File: src/rtl/max1379_adc_emulator.sv
// max1379_adc_emulator
//   Stand-in for the MAX1379 dual-channel serial ADC. It watches the controller's
//   CNVST/SCLK/CS_N, latches two DATA_W-bit samples when a conversion starts, and
//   shifts them out MSB first on ADC_OUT[1:0]. The controller samples on the rising
//   edge of SCLK, so new bits are driven after each SCLK fall.
//
//   Ports
//     CLOCK_50MHz   system clock, all logic on its rising edge
//     RESET         synchronous, active-high reset
//     ADC_SCLK      serial clock from the controller (<= CLOCK_50MHz/8)
//     ADC_CNVST     conversion start, active low; falling edge starts a frame
//     ADC_CS_N      chip select, active low; high aborts and silences the link
//     CH0_DATA      sample for channel 0 (ADC_OUT[0])
//     CH1_DATA      sample for channel 1 (ADC_OUT[1])
//     ADC_OUT       serial data, [0]=CH0, [1]=CH1
//     ACTIVE        high from conversion start until frame done or abort
//     SAMPLE_TAKEN  1-cycle pulse when CH0/CH1_DATA are latched
//     FRAME_DONE    1-cycle pulse once the LSB has been clocked out
module max1379_adc_emulator #(
  parameter int DATA_W      = 12,
  parameter int LATENCY     = 3,
  parameter int SYNC_STAGES = 2
) (
  input  logic              CLOCK_50MHz,
  input  logic              RESET,
  input  logic              ADC_SCLK,
  input  logic              ADC_CNVST,
  input  logic              ADC_CS_N,
  input  logic [DATA_W-1:0] CH0_DATA,
  input  logic [DATA_W-1:0] CH1_DATA,
  output logic [1:0]        ADC_OUT,
  output logic              ACTIVE,
  output logic              SAMPLE_TAKEN,
  output logic              FRAME_DONE
);

  localparam int NUM_LANES = 2;
  localparam int EW = (LATENCY < 1) ? 1 : $clog2(LATENCY + 1);
  localparam int BW = $clog2(DATA_W + 1);
  localparam logic [EW-1:0] LAT_CNT  = EW'(LATENCY);
  localparam logic [BW-1:0] BIT_LAST = BW'(DATA_W - 1);
  localparam logic [BW-1:0] BIT_END  = BW'(DATA_W);

  typedef enum logic [1:0] {S_IDLE, S_WAIT, S_SHIFT, S_DONE} state_t;

  // Link synchronizer: bit 0 = SCLK, 1 = CNVST, 2 = CS_N.
  // Left free-running through RESET so that deasserting reset never fabricates
  // an edge from stale history; only the frame state is cleared.
  logic [SYNC_STAGES-1:0][2:0] sync_pipe;
  logic [2:0]                  sync_prev;
  logic [2:0]                  sync_s;

  always_ff @(posedge CLOCK_50MHz) begin
    sync_pipe <= {sync_pipe[SYNC_STAGES-2:0], {ADC_CS_N, ADC_CNVST, ADC_SCLK}};
    sync_prev <= sync_pipe[SYNC_STAGES-1];
  end

  assign sync_s = sync_pipe[SYNC_STAGES-1];

  logic sclk_rise, sclk_fall, cnvst_fall, cnvst_rise, cs_n_s;
  assign sclk_rise  =  sync_s[0] & ~sync_prev[0];
  assign sclk_fall  = ~sync_s[0] &  sync_prev[0];
  assign cnvst_rise =  sync_s[1] & ~sync_prev[1];
  assign cnvst_fall = ~sync_s[1] &  sync_prev[1];
  assign cs_n_s     =  sync_s[2];

  state_t                             state;
  logic [NUM_LANES-1:0][DATA_W-1:0]   sh;
  logic [EW-1:0]                      edge_cnt;
  logic [BW-1:0]                      bit_cnt;
  logic [NUM_LANES-1:0]               sh_msb;
  logic                               abort;

  always_comb begin
    for (int i = 0; i < NUM_LANES; i++) sh_msb[i] = sh[i][DATA_W-1];
  end

  // CS_N high kills any frame; a CNVST rise only aborts while bits are pending.
  // Abort outranks any SCLK edge seen in the same cycle.
  assign abort = (cs_n_s && state != S_IDLE) ||
                 (cnvst_rise && (state == S_WAIT || state == S_SHIFT));

  always_ff @(posedge CLOCK_50MHz) begin
    SAMPLE_TAKEN <= 1'b0;
    FRAME_DONE   <= 1'b0;
    if (RESET) begin
      state    <= S_IDLE;
      ADC_OUT  <= '0;
      ACTIVE   <= 1'b0;
      sh       <= '0;
      edge_cnt <= '0;
      bit_cnt  <= '0;
    end else if (abort) begin
      state   <= S_IDLE;
      ADC_OUT <= '0;
      ACTIVE  <= 1'b0;
    end else begin
      case (state)
        S_IDLE: begin
          ADC_OUT <= '0;
          if (cnvst_fall && !cs_n_s) begin
            sh[0]        <= CH0_DATA;
            sh[1]        <= CH1_DATA;
            SAMPLE_TAKEN <= 1'b1;
            ACTIVE       <= 1'b1;
            edge_cnt     <= '0;
            state        <= S_WAIT;
          end
        end
        S_WAIT: begin
          if (sclk_rise && edge_cnt < LAT_CNT) edge_cnt <= edge_cnt + 1'b1;
          // Drive the MSB and pre-shift so the next fall finds the next bit at the top.
          if (sclk_fall && edge_cnt == LAT_CNT) begin
            ADC_OUT <= sh_msb;
            for (int i = 0; i < NUM_LANES; i++) sh[i] <= sh[i] << 1;
            bit_cnt <= '0;
            state   <= S_SHIFT;
          end
        end
        S_SHIFT: begin
          if (sclk_rise) begin
            if (bit_cnt == BIT_LAST) begin
              // The rise that consumes the LSB ends the frame.
              bit_cnt    <= BIT_END;
              ADC_OUT    <= '0;
              FRAME_DONE <= 1'b1;
              ACTIVE     <= 1'b0;
              state      <= S_DONE;
            end else if (bit_cnt < BIT_END) begin
              bit_cnt <= bit_cnt + 1'b1;
            end
          end else if (sclk_fall && bit_cnt < BIT_END) begin
            ADC_OUT <= sh_msb;
            for (int i = 0; i < NUM_LANES; i++) sh[i] <= sh[i] << 1;
          end
        end
        S_DONE: begin
          ADC_OUT <= '0;
          if (cnvst_rise) state <= S_IDLE;
        end
        default: begin
          state   <= S_IDLE;
          ADC_OUT <= '0;
          ACTIVE  <= 1'b0;
        end
      endcase
    end
  end

endmodule

File: config.mk
export PLATFORM = sky130hd
export DESIGN_NAME = max1379_adc_emulator
export DESIGN_NICKNAME = d
export VERILOG_FILES = /design/src/rtl/max1379_adc_emulator.sv
export SDC_FILE = /design/constraint.sdc
export NUM_CORES = 1
export LEC_CHECK = 0
export CORE_ASPECT_RATIO = 2
export CORE_UTILIZATION = 40
export CTS_CLUSTER_SIZE = 14
export DETAILED_ROUTE_END_ITERATION = 8
export SLEW_MARGIN = 10
export SYNTH_ARGS = -nofsm -noshare
export SYNTH_HDL_FRONTEND = slang
export SYNTH_SLANG_ARGS = --single-unit
File: constraint.sdc
create_clock -name CLOCK_50MHz -period 5 [get_ports CLOCK_50MHz]
set_clock_uncertainty 0.1 [all_clocks]
set_input_delay 0.75 -clock CLOCK_50MHz [delete_from_list [all_inputs] [get_ports CLOCK_50MHz]]
set_output_delay 0.75 -clock CLOCK_50MHz [all_outputs]
set_load 0.005 [all_outputs]
* Word-level counts from Yosys, hierarchy flattened
Cells that the tools add are included.
** Cells by class
- Add/sub/neg operators :: 2
- Order comparisons :: 2
- Equal/unequal tests :: 16
- Muxes and demuxes :: 30
- Bitwise gates (word level) :: 12
- Reduce and logical (&&, ||, !) cells :: 25
** Operators by type and width (number)
- 24-bit 2-to-1 mux :: 4
- 24-bit one-hot mux with 3 select lines :: 1
- 2-bit 2-to-1 mux :: 11
- 4-bit 2-to-1 mux :: 4
- 5-bit AND reduction :: 2
- 2-bit by 1-bit != test with 1-bit output, second input constant :: 4
- 2-bit != test, second input constant :: 4
- 1-bit inverter :: 8
- 2-bit one-hot mux with 4 select lines :: 1
- 4-bit one-hot mux with 2 select lines :: 1
- 4-bit AND reduction :: 2
- 2-bit nonzero test :: 4
- 2-bit == test, second input constant :: 3
- 1-bit logical AND :: 6
- 3-bit by 2-bit != test with 1-bit output, second input constant :: 2
- 2-bit one-hot mux with 3 select lines :: 1
- 6-bit AND reduction :: 1
- 1-bit 2-to-1 mux :: 5
- 4-bit by 1-bit adder with 4-bit output, second input constant :: 1
- 1-bit bitwise AND :: 4
- 4-bit == test, second input constant :: 1
- 4-bit < comparator, second input constant :: 1
- 2-bit one-hot mux with 2 select lines :: 1
- 2-bit OR reduction :: 2
- other kinds (12) :: 13
** Word-level totals
- Register bits after elaboration :: 45
- Output and inout bits :: 5
- Word-level logic and storage cells :: 99

* Depth between registers and ports, before layout
Gate-level depths: netlist of the first run.
- Depth after elaboration :: 6
- Depth in mapped cells :: 9
- Mapped depth without buffers :: 7

* Least setup slack after synthesis of the first run
Ideal clock, no wire load.
- Path kind :: register to register
- From :: register state[0]
- To :: register sh[10] (netlist name)
- Arrival time :: 2162 ps
- Data required time :: 4766 ps
- Setup slack :: 2604 ps
- Cell stages (with the launch flop) :: 10
- Cells stage by stage :: dfxtp_1 -> inv_1 -> ha_1 -> buf_4 -> and3b_1 -> a211o_2 -> nor4_4 -> buf_4 -> buf_2 -> a211oi_1
** On the way
- Cells in the longest elaborated chain, start to end :: 6
** RTL lines
- start: declaration :: RTL line 67 : state_t state;
- start signal: assignment :: RTL line 87 : state <= S_IDLE;
- start signal: assignment :: RTL line 94 : state <= S_IDLE;
- start signal: assignment :: RTL line 107 : state <= S_WAIT;
- 2-bit by 1-bit == test with 1-bit output / 2-bit == test (equally long branches) :: RTL line 81, 98
- 1-bit logical OR :: RTL line 81 : (cnvst_rise && (state == S_WAIT || state == S_SHIFT));
- 1-bit logical AND :: RTL line 81
- 1-bit logical OR :: RTL line 80 : assign abort = (cs_n_s && state != S_IDLE) ||
- 1-bit inverter (no line)
- 6-bit AND reduction (no line)
- end: declaration :: RTL line 68 : logic [NUM_LANES-1:0][DATA_W-1:0] sh;
Several ways; a longest one is shown, not always the timed one.
A chain may end at the register's enable or synchronous reset.

* Final worst setup path of the first run
- From :: register state[0]
- To :: register sh[1] (netlist name)
The elaborated chain is that of the path after synthesis.

==> results of run 1 <==
## worst max-delay path by stage
stage	endpoint
6_report	sh[1]
5_1_grt	sh[3]
4_1_cts	bit_cnt[3]
3_5_place_dp	bit_cnt[3]
3_3_place_gp	bit_cnt[3]
2_1_floorplan	sh[10]
## power breakdown
group	switching, mW	leakage (nW)	internal, mW
registers	0.0391	0.369	0.423
clock network	0.128	0.0543	0.150
logic	0.239	0.475	0.210
## area by class of cell
cell class / count / share of cell area [%]
multi-input cells: 155 / 42.4
flip-flops and latches: 45 / 35.5
repair buffers: 36 / 13.9
well taps: 57 / 2.81
clock buffers: 5 / 2.71
clock inverters: 3 / 1.82
inverters: 6 / 0.887
## Yosys cell counts (4+ instances only)
library cell,count
nor2b_1,4
a211oi_1,22
nand3b_1,4
nor2_1,31
mux2i_1,26
dfxtp_1,45
buf_4,4
ha_1,8
nand2b_1,4
o21ai_0,4
inv_1,6
a21oi_1,13
nand2_1,11
clkbuf_1,7
## kinds of logic after synthesis
| kind of cell | after synthesis | synth area share [%] |
|---|---|---|
| adder cells (fa/ha/maj) | 8 | 4.83 |
| multiplexers | 26 | 12.6 |
| AND/OR/NAND/NOR | 76 | 20.0 |
| flip-flops | 45 | 43.5 |
| AO/OA/AOI/OAI | 45 | 14.6 |
| buffers and inverters | 20 | 4.53 |
## state kept, by name (all words and copies together), names as in the netlist
| name | flops |
|---|---|
| sh | 24 |
| sync_prev | 2 |
| edge_cnt | 2 |
| SAMPLE_TAKEN | 1 |
| state | 2 |
| sync_s | 3 |
| bit_cnt | 4 |
| FRAME_DONE | 1 |
| ADC_OUT | 2 |
| ACTIVE | 1 |
| sync_pipe | 3 |
## per-layer routing
layer / share of wire (%) / track usage [%] / routed length (um)
met2: 55 / 29.2 / 2260
met5: 0 / 0 / 0
met1: 39 / 17.8 / 1630
met3: 2.5 / 3.23 / 102
met4: 3.4 / 8.65 / 140
## metrics by stage
| stage | total power, mW | area (um^2) | std cells |
|---|---|---|---|
| final | 1.19 | 2540 | 307 |
| after global routing | 1.28 | 2540 | 307 |
| after CTS | 1.21 | 2540 | 307 |
| after detailed placement | 0.928 | 2420 | 299 |
| after global placement | 0.923 | 2420 | 299 |
| after floorplan | 0.838 | 2070 | 220 |
## critical path: stages, from the launching register on
cell and delay (ns):
dfxtp_1 0.42, inv_1 0.11, ha_1 0.31, and3b_1 0.21
a211o_2 0.34, nor4_4 0.24, buf_4 0.42, nor2_1 0.07
a211oi_1 0.23
==> results.md, run 1 <==
* Fin. Hold Viols at 0
* Most frequent cells in the layout: dfxtp_1 (45), clkdlybuf4s50_1 (33), nor2_1 (31)
* R2R setup slack at 2.44 ns
* Largest net degree at the start of global routing at 49
* First-pass GRT wire length at 6900 um
* Post-Syn Area at 2070 um^2
* Ys flop type: dfxtp_1
* Final #Nets at 286
* CTS Buf Count at 5
* DR DRC count at 0
* FP Rows at 36
* Sequential cell area fraction in the yosys report at 43.5%
* Share of post-route cells with drive strength above 1 at 6.80%
* Critical R2R Capture: sh[1]
* Minimum clock period at 2.56 ns
* Vias in the first global route at 1583
* Mean Syn Cell Area at 9.42 um^2
* Grt total ovfl at 0
* Slew @ Worst Pin at 0.639 ns
* Post-DP HPWL at 3020 um
* Area growth syn-to-layout at 22.6%
* PnR worst setup slack at 2.44 ns
* Tcrit/Tclk final at 51.2%
* Max Slew Vio Count at 0
* Total negative setup slack at 0 ns
* # diodes at 0
* Crit. Startpoint: state[0]
* VDD IR max at 388 uV
* Status: completed
* Die W at 52.9 um
* Commonest non-fill, non-tap cell in the layout: dfxtp_1
* Antenna violations before repair at 0
* Routed vias/inst at 5.30
* Synthesis warning total at 0
* Starting Density at 42.2%
* Post-CTS Resized at 0
* Fraction of registers with async set/reset at 0%
* Max_slew headroom at 57.0%
* Core box area at 4910 um^2
* CTS tree: built
* DR iter-0 viols at 18
* Clock sink count at 45
* DR pass1 iterations at 4
* WP data required at 5.11 ns
* Clk buf depth at 2
* Endpoints failing setup at 0
* Largest fanout on the critical path at 48
* Startpoint class of the critical path: flip-flop
* Placement Setup Slack at 2.44 ns
* EDFF count, synth at 0
* Worst reg-to-reg path cell count at 8
* Final hold slack at 0.235 ns
* All-layer global routing usage at 16.7%
* Worst hold path depth at 0
* WL/cell at 13.5 um
* Syn Inst Count at 220
* Max-Cap Viols at 0
* Pwr dens at 468 nW/um^2
* Syn nets at 257
* Via count at 1628
* Worst r2r src: state[0]
* Worst-Skew Late Latency at 0.30 ns
* Max Clk Rate at 391 MHz
* H-tree depth at 2
* Worst hold path type: flip-flop to flip-flop
* Register Area at 901 um^2
* WP data arrival at 2.67 ns
* Hold_buf cts at 0
* Final core occ at 51.7%
* DRT Wirelength at 4140 um
* Unrepaired setup endpoints after global routing: no
* Reg clk slew, reported paths at 0.09 ns
* Area share of the largest cell type after synthesis at 43.5%
* Pleak at 0.899 nW
* I/O Pins at 34
* WS Path Type: flip-flop to flip-flop
* Port bufs at 33
* Area leader, netlist: dfxtp_1
* Filler instances at 481
* Flops & latches, synth at 45
* Hold path endpoint: sync_s[2]
* Post CTS Setup Buffer Count at 0
* Synth top area cells: dfxtp_1 (43%), mux2i_1 (13%), a211oi_1 (8.0%), nor2_1 (5.6%), ha_1 (4.8%)
* Worst Setup End Kind: flip-flop
* RePlAce Congestion at 0.815
* Multi-input gate area at 1080 um^2
* ANT nets after route at 0
* Total die area at 5490 um^2
* CTS Root Cell: clkbuf_8
* Synth cell types at 37
* Die height at 104 um
* Hold path start: sync_pipe[2]
No activity file was read; power rests on OpenSTA's default activity.
==> inputs of run 2 (changes only) <==
==> constraint.sdc (replaced) <==
create_clock -name CLOCK_50MHz -period 2.4 [get_ports CLOCK_50MHz]
set_clock_uncertainty 0.1 [all_clocks]
set_input_delay 0.36 -clock CLOCK_50MHz [delete_from_list [all_inputs] [get_ports CLOCK_50MHz]]
set_output_delay 0.36 -clock CLOCK_50MHz [all_outputs]
set_load 0.005 [all_outputs]
==> results.md, run 2 (same netlist as run 1, synthesis figures left out) <==
* First-pass GRT wire length at 6980 um (was 6900 um)
* Largest Register: sh (unchanged)
* # placed instances at 306 (was 299)
* Worst Setup End Kind: flip-flop (unchanged)
* Post-DP HPWL at 3080 um (was 3020 um)
* H-tree depth at 2 (unchanged)
* I/O Pins at 34 (unchanged)
* Starting Density at 42.2% (unchanged)
* Hold_buf cts at 0 (unchanged)
* All-layer global routing usage at 16.6% (was 16.7%)
* Post-CTS Resized at 0 (unchanged)
* Max-Cap Viols at 0 (unchanged)
* Via count at 1690 (was 1628)
* Max Clk Rate at 443 MHz (was 391 MHz)
* Max reg flops at 24 (unchanged)
* Pleak at 0.955 nW (was 0.899 nW)
* Port bufs at 33 (unchanged)
* Tcrit/Tclk final at 94.0% (was 51.2%)
* Worst hold path type: flip-flop to flip-flop (unchanged)
* Worst r2r src: state[0] (unchanged)
* Biggest registers after layout: sh (24), bit_cnt (4) (unchanged)
* Slew @ Worst Pin at 0.409 ns (was 0.639 ns)
* Reg clk slew, reported paths at 0.08 ns (was 0.09 ns)
* WL/cell at 13.9 um (was 13.5 um)
* Final hold slack at 0.232 ns (was 0.235 ns)
* Hold path start: sync_pipe[2] (unchanged)
* Antenna violations before repair at 0 (unchanged)
* RePlAce Congestion at 0.805 (was 0.815)
* PnR worst setup slack at 0.145 ns (was 2.44 ns)
* DRT Wirelength at 4400 um (was 4140 um)
* DR iter-0 viols at 19 (was 18)
* CTS tree: built (unchanged)
* Sw Pwr at 0.874 mW (was 0.406 mW)
* Endpoints failing setup at 0 (unchanged)
* WP data required at 2.52 ns (was 5.11 ns)
* P_int at 1.63 mW (was 0.783 mW)
* Largest fanout on the critical path at 24 (was 48)
* Max_slew headroom at 72.4% (was 57.0%)
* Die height at 104 um (unchanged)
* CTS Root Cell: clkbuf_8 (unchanged)
* Commonest non-fill, non-tap cell in the layout: dfxtp_1 (unchanged)
* DR pass1 iterations at 4 (unchanged)
* Final #Nets at 296 (was 286)
* Minimum clock period at 2.26 ns (was 2.56 ns)
* CTS Buf Count at 5 (unchanged)
* WP data arrival at 2.38 ns (was 2.67 ns)
* Clk buf depth at 2 (unchanged)
* VDD IR max at 635 uV (was 388 uV)
* ANT nets after route at 0 (unchanged)
* Pwr dens at 954 nW/um^2 (was 468 nW/um^2)
* Gate power share at 44.1% (was 37.8%)
* Area growth syn-to-layout at 26.9% (was 22.6%)
* Largest net degree at the start of global routing at 49 (unchanged)
* Startpoint class of the critical path: flip-flop (unchanged)
* Switch share at 34.8% (was 34.2%)
* Clock sink count at 45 (unchanged)
* Core box area at 4910 um^2 (unchanged)
* Placement Setup Slack at 0.106 ns (was 2.44 ns)
* Crit. Startpoint: state[0] (unchanged)
* DR DRC count at 0 (unchanged)
* Sequential power share at 38.0% (was 38.9%)
* Total die area at 5490 um^2 (unchanged)
* Final cell count without fillers at 317 (was 307)
* Status: completed (unchanged)
* Vias in the first global route at 1662 (was 1583)
* Total negative setup slack at 0 ns (unchanged)
* Filler instances at 465 (was 481)
* Unrepaired setup endpoints after global routing: no (unchanged)
* WS Path Type: flip-flop to flip-flop (unchanged)
* Worst-Skew Late Latency at 0.29 ns (was 0.30 ns)
* FP Rows at 36 (unchanged)
* Routed vias/inst at 5.33 (was 5.30)
* Grt total ovfl at 0 (unchanged)
* # diodes at 0 (unchanged)
* Max Slew Vio Count at 0 (unchanged)
* Share of post-route cells with drive strength above 1 at 10.0% (was 6.80%)
* Clk pwr share at 17.8% (was 23.3%)
* Most frequent cells in the layout: dfxtp_1 (45), clkdlybuf4s50_1 (33), nor2_1 (31) (unchanged)
* Die W at 52.9 um (unchanged)
* Fin. Hold Viols at 0 (unchanged)
[run 2: stage by stage]
step	utilization [%]	total power, mW	cell area (um^2)
detailed placement	50.7	2.01	2490
finish	53.6	2.51	2630
global placement	50.7	2.00	2490
CTS	52.4	2.46	2570
floorplan	-	1.75	2070
global route	53.6	2.68	2630
[run 2: final timing paths]
kind / end / slack (ns) / depth (start not counted)
min: sync_s[2] / 0.23 / 0
max: sh[12] / 0.14 / 9
min reg2reg: sync_s[2] / 0.23 / 0
max reg2reg: sh[12] / 0.14 / 9
[run 2: per-layer routing]
layer	up-vias	track usage (%)	share of wire, %
li1	855	-	-
met1	798	16.5	38
met2	28	30.8	57
met3	9	3.08	2.3
met4	0	7.14	2.0
met5	-	0	0
[run 2: critical path, stage by stage, from the launching register on]
cell	delay (ns)
dfxtp_1	0.34
inv_1	0.07
ha_1	0.31
and3b_1	0.21
a211o_2	0.34
nor4_4	0.20
buf_4	0.19
clkbuf_16	0.20
nand3b_1	0.09
a21oi_1	0.14
[run 2: power groups by stage]
stage                     sequential [mW]  clock (mW)  combinational [mW]
after CTS                           0.956       0.464                1.04
final                               0.954       0.448                1.11
after detailed placement            0.972           0                1.04
after global placement              0.970           0                1.03
after global routing                0.973       0.494                1.21
after floorplan                     0.958           0               0.787
[run 2: final cells by class]
class                           count  area [um^2]  share of cell area (%)
Clock buffer                        6         72.6                    2.76
Clock inverter                      2         10.0                   0.381
Timing Repair Buffer               46          475                    18.1
Sequential cell                    45          901                    34.3
Inverter                            6         22.5                   0.856
Tap cell                           57         71.3                    2.71
Multi-Input combinational cell    155         1080                    41.0
[run 2: repair_timing]
item | in CTS | in global routing
setup buffers | 0 | 1
endpoints found under the hold margin | 0 | 0
setup endpoints to repair | 0 | 19
==> inputs of run 3 (changes only) <==
--- a/config.mk
+++ b/config.mk
@@ -9,6 +9,7 @@
 export CORE_UTILIZATION = 40
 export CTS_CLUSTER_SIZE = 14
 export DETAILED_ROUTE_END_ITERATION = 8
+export SETUP_SLACK_MARGIN = 0.05
 export SLEW_MARGIN = 10
 export SYNTH_ARGS = -nofsm -noshare
 export SYNTH_HDL_FRONTEND = slang
==> results.md, run 3 (same netlist as run 1, synthesis figures left out) <==
* Largest Register: sh (unchanged)
* GRT met1 Usage at 19.8% (was 16.5%)
* # diodes at 0 (unchanged)
* Endpoints failing setup at 0 (unchanged)
* Hold_buf cts at 0 (unchanged)
* VDD IR max at 549 uV (was 635 uV)
* Max Clk Rate at 442 MHz (was 443 MHz)
* Placed instance area at 2500 um^2 (was 2490 um^2)
* GRT Max-Usage Layer: met2 (unchanged)
* Grt total ovfl at 0 (unchanged)
* Global Route met2 Usage at 30.6% (was 30.8%)
* Final #Nets at 297 (was 296)
* DR iter-0 viols at 20 (was 19)
* Filler instances at 464 (was 465)
* Crit. Startpoint: state[1] (was state[0])
* # placed instances at 307 (was 306)
* Minimum clock period at 2.26 ns (about the same)
* CTS tree: built (unchanged)
* Via count at 1708 (was 1690)
* H-tree depth at 2 (unchanged)
* Met3 usage at 3.38% (was 3.08%)
* Max reg flops at 24 (unchanged)
* Routed vias/inst at 5.37 (was 5.33)
* First-pass GRT wire length at 7290 um (was 6980 um)
* Final core occ at 54.1% (was 53.6%)
* Placement Setup Slack at 0.0920 ns (was 0.106 ns)
* Final cell count without fillers at 318 (was 317)
* Die W at 52.9 um (unchanged)
* Biggest registers after layout: sh (24), bit_cnt (4) (unchanged)
* WP data arrival at 2.39 ns (was 2.38 ns)
* Max Slew Vio Count at 0 (unchanged)
* Register Area at 902 um^2 (was 901 um^2)
* Pwr dens at 964 nW/um^2 (was 954 nW/um^2)
* Share of post-route cells with drive strength above 1 at 11.9% (was 10.0%)
* Clock sink count at 45 (unchanged)
* CTS Root Cell: clkbuf_8 (unchanged)
* Worst Setup End Kind: flip-flop (unchanged)
* Post-route cell area at 2660 um^2 (was 2630 um^2)
* Worst hold path type: flip-flop to flip-flop (unchanged)
* Fin. Hold Viols at 0 (unchanged)
* RePlAce Congestion at 0.826 (was 0.805)
* R2R setup slack at 0.14 ns (about the same)
* Pleak at 0.963 nW (was 0.955 nW)
* PnR worst setup slack at 0.136 ns (was 0.145 ns)
* Slew @ Worst Pin at 0.409 ns (about the same)
* Post-DP HPWL at 3180 um (was 3080 um)
* WP data required at 2.53 ns (was 2.52 ns)
* Commonest non-fill, non-tap cell in the layout: dfxtp_1 (unchanged)
* Worst r2r src: state[1] (was state[0])
* Status: completed (unchanged)
* Most frequent cells in the layout: dfxtp_1 (44), clkdlybuf4s50_1 (33), nor2_1 (31) (was dfxtp_1 (45), clkdlybuf4s50_1 (33), nor2_1 (31))
* Starting Density at 42.2% (unchanged)
* Area growth syn-to-layout at 28.3% (was 26.9%)
* Antenna violations before repair at 0 (unchanged)
* All-layer global routing usage at 17.8% (was 16.6%)
* Vias in the first global route at 1592 (was 1662)
* ANT nets after route at 0 (unchanged)
* DR DRC count at 0 (unchanged)
* Die height at 104 um (unchanged)
* Max_slew headroom at 72.5% (was 72.4%)
* FP Rows at 36 (unchanged)
* Crit path capture: sh[4] (was sh[12])
* CTS Buf Count at 5 (unchanged)
* Multi-input gate area at 1090 um^2 (was 1080 um^2)
* Reg clk slew, reported paths at 0.09 ns (was 0.08 ns)
* DR pass1 iterations at 4 (unchanged)
* Total negative setup slack at 0 ns (unchanged)
* DRT Wirelength at 4620 um (was 4400 um)
* Total die area at 5490 um^2 (unchanged)
* Tcrit/Tclk final at 94.3% (was 94.0%)
* Clk buf depth at 2 (unchanged)
* Port bufs at 33 (unchanged)
* Unrepaired setup endpoints after global routing: no (unchanged)
* Largest net degree at the start of global routing at 49 (unchanged)
* I/O Pins at 34 (unchanged)
* Core box area at 4910 um^2 (unchanged)
* Worst-Skew Late Latency at 0.30 ns (was 0.29 ns)
* Largest fanout on the critical path at 24 (unchanged)
* Max-Cap Viols at 0 (unchanged)
* Critical R2R Capture: sh[4] (was sh[12])
* Worst reg-to-reg path cell count at 9 (unchanged)
* WS Path Type: flip-flop to flip-flop (unchanged)
* WL/cell at 14.5 um (was 13.9 um)
* Startpoint class of the critical path: flip-flop (unchanged)
run 3: worst min-delay path by stage:
stage / startpoint / to / slack [ns] / cells past startpoint
after global placement: sync_pipe[2] / sync_s[2] / 0.21 / 0
final: sync_pipe[0] / sync_s[0] / 0.23 / 0
after detailed placement: sync_pipe[1] / sync_s[1] / 0.21 / 0
after floorplan: sync_pipe[0] / sync_s[0] / 0.21 / 0
after global routing: sync_pipe[0] / sync_s[0] / 0.25 / 0
after CTS: sync_pipe[1] / sync_s[1] / 0.24 / 0
run 3: layout make-up:
type	count	area share, %
multi-input cells	155	41.1
clock buffers	6	2.73
flip-flops and latches	45	33.9
well taps	57	2.68
inverters	6	0.847
repair buffers	47	18.3
clock inverters	2	0.377
run 3: critical path: stages (launching register included):
cell	delay [ns]
dfxtp_1	0.35
inv_1	0.08
ha_1	0.29
and3b_1	0.20
a211o_2	0.34
nor4_4	0.23
buf_6	0.17
clkbuf_16	0.20
nor2_1	0.05
a211oi_1	0.18
run 3: timing repair:
action                                  4_1_cts  5_1_grt
buffers inserted                              0        1
gates resized for setup                       0        4
endpoints found under the hold margin         0        0
endpoints found under the setup margin        0       24
run 3: where the power goes:
group / leakage, nW / switching, mW / internal, mW
logic: 0.549 / 0.582 / 0.562
clock network: 0.0450 / 0.260 / 0.202
registers: 0.370 / 0.0743 / 0.883
run 3: routing by layer:
layer	up-vias	share of wire (%)	wire [um]
li1	859	-	-
met1	804	39	1800
met2	38	56	2600
met3	7	2.7	124
met4	0	2.1	97
met5	-	0	0
run 3: per-stage QoR:
stage | power, mW | hold slack (ns)
2_1_floorplan | 1.75 | 0.210
3_3_place_gp | 2.01 | 0.211
3_5_place_dp | 2.02 | 0.212
4_1_cts | 2.48 | 0.238
5_1_grt | 2.73 | 0.254
6_report | 2.56 | 0.234
